## src/rtl/text_fetch_sched.sv

```systemverilog
// Shares one text-row ROM among three windows: fetches next-line rows during
// horizontal blanking into a stage buffer and commits them at end of line.
module text_fetch_sched #(
   parameter int ROW_W        = 210,
   parameter int ADDR_W       = 8,
   parameter int HFETCH_START = 640,
   parameter int HTOTAL       = 800,
   parameter int VTOTAL       = 525
) (
   input  logic                  clk,
   input  logic                  reset_n,
   input  logic [9:0]            HCount,
   input  logic [9:0]            VCount,
   input  logic [2:0]            win_en,
   input  logic [29:0]           win_y_top,
   input  logic [23:0]           win_height,
   input  logic [3*ADDR_W-1:0]   win_base,
   output logic                  rom_en,
   output logic [ADDR_W-1:0]     rom_addr,
   input  logic [ROW_W-1:0]      rom_data,
   output logic [ROW_W-1:0]      row0,
   output logic [ROW_W-1:0]      row1,
   output logic [ROW_W-1:0]      row2,
   output logic [2:0]            row_valid,
   output logic                  busy,
   output logic                  overrun
);

   localparam logic [2:0] S_IDLE  = 3'd0;
   localparam logic [2:0] S_ISS0  = 3'd1;
   localparam logic [2:0] S_CAP0  = 3'd2;
   localparam logic [2:0] S_ISS1  = 3'd3;
   localparam logic [2:0] S_CAP1  = 3'd4;
   localparam logic [2:0] S_ISS2  = 3'd5;
   localparam logic [2:0] S_CAP2  = 3'd6;
   localparam logic [2:0] S_READY = 3'd7;

   logic [2:0]                  state_q, state_d;
   logic [2:0]                  hit_q, hit_d;
   logic [2:0][ADDR_W-1:0]      addr_q, addr_d;
   logic [2:0][ROW_W-1:0]       stage_q, stage_d;
   logic [2:0]                  stage_valid_q, stage_valid_d;
   logic [2:0][ROW_W-1:0]       row_q, row_d;
   logic [2:0]                  row_valid_q, row_valid_d;
   logic                        rom_en_q, rom_en_d;
   logic [ADDR_W-1:0]           rom_addr_q, rom_addr_d;
   logic                        discard_q, discard_d;
   logic                        overrun_q, overrun_d;

   logic [10:0]                 line_no, y_i, end_i, off_i;
   logic [2:0]                  cur_hit;
   logic [2:0][ADDR_W-1:0]      cur_addr;
   logic                        fetch_start, line_end, in_burst;

   // Per-window hit test and address are resolved once at fetch start and
   // kept, so config changes mid-burst cannot disturb the slots.
   always_comb begin
      line_no  = (VCount == 10'(VTOTAL-1)) ? '0 : 11'(VCount) + 11'd1;
      cur_hit  = '0;
      cur_addr = '0;
      y_i      = '0;
      end_i    = '0;
      off_i    = '0;
      for (int unsigned i = 0; i < 3; i++) begin
         y_i         = 11'(win_y_top[i*10 +: 10]);
         end_i       = y_i + 11'(win_height[i*8 +: 8]);
         off_i       = line_no - y_i;
         cur_hit[i]  = win_en[i] && (line_no >= y_i) && (line_no < end_i);
         cur_addr[i] = win_base[i*ADDR_W +: ADDR_W] + ADDR_W'(off_i);
      end
   end

   assign fetch_start = (state_q == S_IDLE) && (HCount == 10'(HFETCH_START));
   assign line_end    = (HCount == 10'(HTOTAL-1));
   assign in_burst    = (state_q != S_IDLE) && (state_q != S_READY);

   always_comb begin
      state_d       = state_q;
      hit_d         = hit_q;
      addr_d        = addr_q;
      stage_d       = stage_q;
      stage_valid_d = stage_valid_q;
      row_d         = row_q;
      row_valid_d   = row_valid_q;
      rom_en_d      = 1'b0;
      rom_addr_d    = rom_addr_q;
      discard_d     = discard_q;
      overrun_d     = line_end && (state_q != S_READY);
      if (line_end && in_burst) discard_d = 1'b1;
      case (state_q)
         S_IDLE: if (fetch_start) begin
            state_d   = S_ISS0;
            hit_d     = cur_hit;
            addr_d    = cur_addr;
            discard_d = 1'b0;
            rom_en_d  = cur_hit[0];
            if (cur_hit[0]) rom_addr_d = cur_addr[0];
         end
         S_ISS0, S_ISS1, S_ISS2: state_d = state_q + 3'd1;
         S_CAP0: begin
            stage_d[0]       = hit_q[0] ? rom_data : '0;
            stage_valid_d[0] = hit_q[0];
            state_d          = S_ISS1;
            rom_en_d         = hit_q[1];
            if (hit_q[1]) rom_addr_d = addr_q[1];
         end
         S_CAP1: begin
            stage_d[1]       = hit_q[1] ? rom_data : '0;
            stage_valid_d[1] = hit_q[1];
            state_d          = S_ISS2;
            rom_en_d         = hit_q[2];
            if (hit_q[2]) rom_addr_d = addr_q[2];
         end
         S_CAP2: begin
            stage_d[2]       = hit_q[2] ? rom_data : '0;
            stage_valid_d[2] = hit_q[2];
            // A burst overtaken by end of line drops straight back to idle.
            state_d          = (discard_q || line_end) ? S_IDLE : S_READY;
         end
         default: if (line_end) begin
            row_d       = stage_q;
            row_valid_d = stage_valid_q;
            state_d     = S_IDLE;
         end
      endcase
   end

   always_ff @(posedge clk) begin
      if (!reset_n) begin
         state_q       <= S_IDLE;
         hit_q         <= '0;
         addr_q        <= '0;
         stage_q       <= '0;
         stage_valid_q <= '0;
         row_q         <= '0;
         row_valid_q   <= '0;
         rom_en_q      <= 1'b0;
         rom_addr_q    <= '0;
         discard_q     <= 1'b0;
         overrun_q     <= 1'b0;
      end else begin
         state_q       <= state_d;
         hit_q         <= hit_d;
         addr_q        <= addr_d;
         stage_q       <= stage_d;
         stage_valid_q <= stage_valid_d;
         row_q         <= row_d;
         row_valid_q   <= row_valid_d;
         rom_en_q      <= rom_en_d;
         rom_addr_q    <= rom_addr_d;
         discard_q     <= discard_d;
         overrun_q     <= overrun_d;
      end
   end

   assign rom_en    = rom_en_q;
   assign rom_addr  = rom_addr_q;
   assign row0      = row_q[0];
   assign row1      = row_q[1];
   assign row2      = row_q[2];
   assign row_valid = row_valid_q;
   assign busy      = in_burst;
   assign overrun   = overrun_q;

endmodule
```

## config.mk

```make
export PLATFORM = sky130hd
export DESIGN_NAME = text_fetch_sched
export DESIGN_NICKNAME = d
export VERILOG_FILES = /design/src/rtl/text_fetch_sched.sv
export SDC_FILE = /design/constraint.sdc
export NUM_CORES = 2
export LEC_CHECK = 0
export BUFFER_PORTS_ARGS = -buffer_cell sky130_fd_sc_hd__buf_2
export CORE_AREA = 2 2 376 378
export CTS_CLUSTER_DIAMETER = 30
export DETAILED_ROUTE_END_ITERATION = 10
export DIE_AREA = 0 0 378 380
export PLACE_DENSITY = 0.53
export SETUP_SLACK_MARGIN = 0.4
export SLEW_MARGIN = 40
export SYNTH_ARGS = -nofsm -noshare
export SYNTH_HDL_FRONTEND = slang
export SYNTH_SLANG_ARGS = --single-unit
```

## constraint.sdc

```tcl
create_clock -name clk -period 5.5 [get_ports clk]
set_input_delay 0.825 -clock clk [delete_from_list [all_inputs] [get_ports clk]]
set_output_delay 0.825 -clock clk [all_outputs]
set_load 0.01 [all_outputs]
```

Word level (Yosys, flattened, before mapping). Cells that the tools add are included.

$add $sub $neg: 11. Magnitude comparators: 6. Eq/ne operators: 14. Mux-type cells: 18. Bitwise operators: 1. Reductions and logical operators: 21.

Operators with widths (count): $mux W210 (3); $add A10 B8 Y11 (3); $ge A11 B10 Y1 (3); $lt A11 B11 Y1 (3); $mux W8 (4); $eq A10 B10 Y1 const B (3); $add A8 B8 Y8 (3); $pmux W8 S3 (1); $sub A8 B8 Y8 (3); $pmux W3 S5 (1); $add A10 B1 Y11 const B (1); $mux W11 (1); $logic_and A1 B1 Y1 (10); $eq A3 B3 Y1 const B (3); $mux W3 (3); $ne A2 B2 Y1 const B (4); $reduce_or A7 Y1 (1); $eq A3 B2 Y1 const B (2); $reduce_and A2 Y1 (3); $reduce_bool A3 Y1 (2); $reduce_bool A6 Y1 (1); $reduce_and A5 Y1 (1); $mux W1 (4); $add A3 B1 Y3 const B (1); 7 further kinds (7).

Register bits after elaboration: 1299. Output and inout port bits: 644. Word-level logic and storage cells: 89.

Logic depth before layout (Yosys ltp).
Depth after elaboration: 8. Depth in mapped cells: 17. Mapped depth without buffers: 17.

Worst setup path after synthesis. Ideal clock, no wire load.

Path type: input to register. Start point: in win_y_top[0]. End point: reg rom_addr_q[3] (netlist: rom_addr[3]). Data arrival time: 4.197 ns. Data required time: 5.421 ns. Setup slack: 1.224 ns. Cell stages on the path: 17. Path through: ha_1 > fa_1 > a21o_1 > a21oi_1 > o21bai_1 > a21oi_1 > o21ai_0 > xnor2_1 > ha_1 > a21o_1 > a21o_1 > a221oi_2 > o31ai_1 > o41ai_4 > buf_6 > nor2_2 > a211oi_2.

Longest elaborated chain between the ends: 5.

Ends and longest elaborated chain: start: declaration (RTL line 15) `input logic [29:0] win_y_top,`; $add A10 B8 Y11 (tied with other cells) (RTL line 66) `end_i = y_i + 11'(win_height[i*8 +: 8]);`; $lt A11 B11 Y1 (tied with other cells) (RTL line 68) `cur_hit[i] = win_en[i] && (line_no >= y_i) && (line_no < end_i);`; $logic_and A1 B1 Y1 or $mux W8 (tied branches) (RTL line 68, 97); $ne A2 B2 Y1 (no line) or $mux W8 (tied branches); $reduce_and A5 Y1 (no line) or $pmux W8 S3 (tied branches); end signal: assignment (RTL line 150) `rom_addr_q <= rom_addr_d;`; end: declaration (RTL line 46) `logic [ADDR_W-1:0] rom_addr_q, rom_addr_d;`.

Several ways; a longest one is shown, not always the timed one. The select of a mux whose other input is x is not followed. A chain may end at the register's enable or synchronous reset.

Final worst setup path.
Start point: in win_y_top[0]. End point: reg rom_addr_q[4] (netlist: rom_addr[4]).

The elaborated chain is that of the path after synthesis.

==> results.yml <==
setup_path:
  r2r-start: "state_q[1]$_SDFFE_PN0P_"
  path_buf_inv: 2
  path_max_fanout: 17
  cp-end-kind: "register"
  max_stage_delay_ns: 0.42
  path_common_cell: "a21o_1"
  critical-path-slowest-cell: "fa_1"
  critPathKind: "input port to register"
  reg2reg_depth: 8
  ff2ff_setup_slack_ns: 2.22
  required_ns: 6.23
  crit_chain: "buf_2 -> ha_1 -> fa_1 -> a21o_1 -> a21oi_1 -> o21bai_1 -> a21oi_1 -> o21ai_0 -> xnor2_1 -> ha_1 -> a21o_1 -> a21o_1 -> a221oi_2 -> o31ai_1 -> o41ai_4 -> buf_4 -> o311ai_0 -> o211a_1"
  start_kind: "input port"
  cp-startpoint: "win_y_top[0]"
  cp.depth: 18
  r2r-end: "row1[106]$_SDFFE_PN0P_"
  crit_family: "compound AO/OA/AOI/OAI gates"
  cp.arrival_ns: 4.95
detailed_routing:
  ant_nets: 0
  wl_per_cell_um: 21.4
  vias: 47500
  first_pass_iters: 5
  drt_iter0_drc: 3599
  drc: 0
  routed_wl_mm: 198
  via_per_inst: 5.14
placement:
  pre_cts_ws_ns: 0.481
  place.port_buffers: 956
  gp_congestion: 0.894
  hpwlAfterDp_mm: 125
synth:
  ys.flop_type: "dfxtp_1"
  yosys.area_share.simple_pct: 22.8
  ys_ff_latch: 1299
  synth_nets: 6699
  synth_top_family_by_area: "simple AND/OR/NAND/NOR gates"
  synth-xor-area-share_pct: 0.799
  async_flop_share_pct: 0
  synth_cell_types: 61
  synth_edf_count: 0
  syn_area_per_cell_um2: 7.88
  synthAdderAreaFrac_pct: 3.64
  syn_area_mm2: 0.0493
  ys_warn_count: 0
  synth_compound_area_share_pct: 15.3
  syn_inst: 6257
  synthMuxAreaShare_pct: 0.0228
  synth-seq-area-share_pct: 52.7
timing:
  setup_viol_count_final: 0
  final.setup.tns_ns: 0
  min_period_ns: 4.22
  slew_headroom_pct: 32.6
  fin_skew_ns: 0.106
  worst_pin_slew_ns: 1.01
  rsz0062_at_grt: "no"
  period_share_pct: 76.7
  max_freq_mhz: 237
  final-hold-violation-count: 0
  slew_viol_final: 0
  setup_ws_ns: 1.28
die:
  die_x_um: 378
  ios: 957
  die_area_mm2: 0.144
  start_util_pct: 35.4
  die_h_um: 380
  rows: 137
  core-area_mm2: 0.139
global_routing:
  overflow: 0
  grt_pass1_wl_mm: 289
  grt_pass1_vias: 44800
  track_usage_pct: 26.2
  antenna_found_initial: 38
  grt_max_degree: 163
clock_tree:
  cts_resized: 0
  numCtsBuffers: 321
  tritoncts: "yes"
  postCtsSetupBuffers: 0
  cts_root_buffer: "clkbuf_16"
  max-clock-path-buffers: 4
  cts.clk_slew.worst_paths_ns: 0.05
  insertion_delay_ns: 0.90
  h-tree-depth: 5
  clock_sinks: 1299
  ctsHoldBuffers: 0
hold_path:
  hold_path_startpoint: "rom_data[163]"
  hold-path-endpoint: "stage_q[163]$_SDFFE_PN0P_"
  hold_path_depth: 3
  hp-class: "input port to register"
status:
  outcome: "complete, no violations"
job:
  drv_cap: 0
power:
  power_mw: 30.2
  peakVddDrop_v: 0.000230
  power.density_mw_per_mm2: 450
  p_leak_nw: 26.0
cells_and_area:
  final_cell_mix: "nand2_1 (1957), a21oi_1 (1317), dfxtp_1 (1296)"
  drive_gt1_share_pct: 21.7
  nets: 7541
  final_common_cell: "nand2_1"
  syn_to_final_growth_pct: 35.9
  final_util_pct: 48.2
registers in the layout (all words and copies together) (netlist names), 8 cells and up:
name / flops
row1: 210
row0: 210
addr_q: 16
row2: 210
stage_q: 630
rom_addr: 8
logic make-up after synthesis:
family / Yosys count
and+or+nand+nor: 2724
AOI/OAI and AO/OA: 1444
DFF: 1299
buffers and inverters: 615
adders and majority gates: 129
xor gates and xnor gates: 45
muxes: 1
how the worst max path moves through the flow:
| stage | to | slack (ns) |
|---|---|---|
| final | rom_addr[4]$_SDFFE_PN0P_ | 1.28 |
| after global routing | rom_addr[4]$_SDFFE_PN0P_ | 1.12 |
| after CTS | rom_addr[4]$_SDFFE_PN0P_ | 1.37 |
| after detailed placement | rom_addr[4]$_SDFFE_PN0P_ | 0.48 |
| after global placement | rom_addr[4]$_SDFFE_PN0P_ | 0.53 |
| after floorplan | rom_addr[3]$_SDFFE_PN0P_ | 1.22 |
routing by layer:
metal / vias up / global-route usage (%) / routed length [µm]
met5: - / 0 / 130
met2: 1625 / 41.5 / 91100
met1: 22800 / 32.3 / 80900
met3: 377 / 8.35 / 16700
li1: 22600 / - / -
met4: 20 / 12.2 / 8670
tightest hold or removal path, stage by stage:
cell and delay [ns]:
buf_2 0.12, nand3_1 0.07, a21oi_1 0.06
report_power, final:
part           switching [mW]  internal, mW  total [mW]  leakage (nW)
registers            0.000311          9.44        9.44          10.5
logic                   0.666         0.361        1.03          10.0
clock network            5.79          13.9        19.7          5.45
layout make-up:
| type | count | area (µm²) |
|---|---|---|
| fill | 13700 | 72100 |
| sequential | 1299 | 26000 |
| multi-input combinational | 4343 | 21100 |
| clock buffer | 390 | 8800 |
| timing repair buffer | 1026 | 5830 |
| clock inverter | 177 | 2520 |
| tap | 1876 | 2350 |
| inverter | 108 | 418 |
| antenna | 24 | 60.1 |
per-stage QoR:
step | hold WS [ns] | std cells | cell area [µm²]
2_1_floorplan | 0.432 | 6257 | 49300
3_3_place_gp | 0.435 | 8645 | 55500
3_5_place_dp | 0.440 | 8648 | 55600
4_1_cts | 0.146 | 9215 | 66900
5_1_grt | 0.177 | 9236 | 67000
6_report | 0.222 | 9243 | 67100
cells in the mapped netlist (3+ instances only):
cell	count	area share, %
a211o_1	3	0.053
a211oi_1	9	0.14
a21boi_0	3	0.046
a21o_1	16	0.24
a21oi_1	1317	13
a221oi_1	7	0.12
a22oi_1	5	0.076
a311oi_1	4	0.071
and3_1	6	0.076
and4_1	3	0.053
and4b_1	4	0.081
buf_1	40	0.30
buf_2	3	0.030
clkbuf_1	462	3.5
dfxtp_1	1299	53
fa_1	24	0.97
ha_1	105	2.7
inv_1	107	0.81
nand2_1	1959	15
nand2b_1	9	0.11
nand3_1	649	6.6
nand3b_1	4	0.061
nand4_1	9	0.11
nor2_1	36	0.27
nor2b_1	9	0.11
nor3_1	15	0.15
nor3b_1	4	0.061
nor4_1	3	0.038
o211ai_1	8	0.12
o21a_1	10	0.15
o21ai_0	39	0.40
or3_1	5	0.063
xnor2_1	27	0.48
xor2_1	18	0.32
Note: power is estimated with default switching activity, not from simulation.
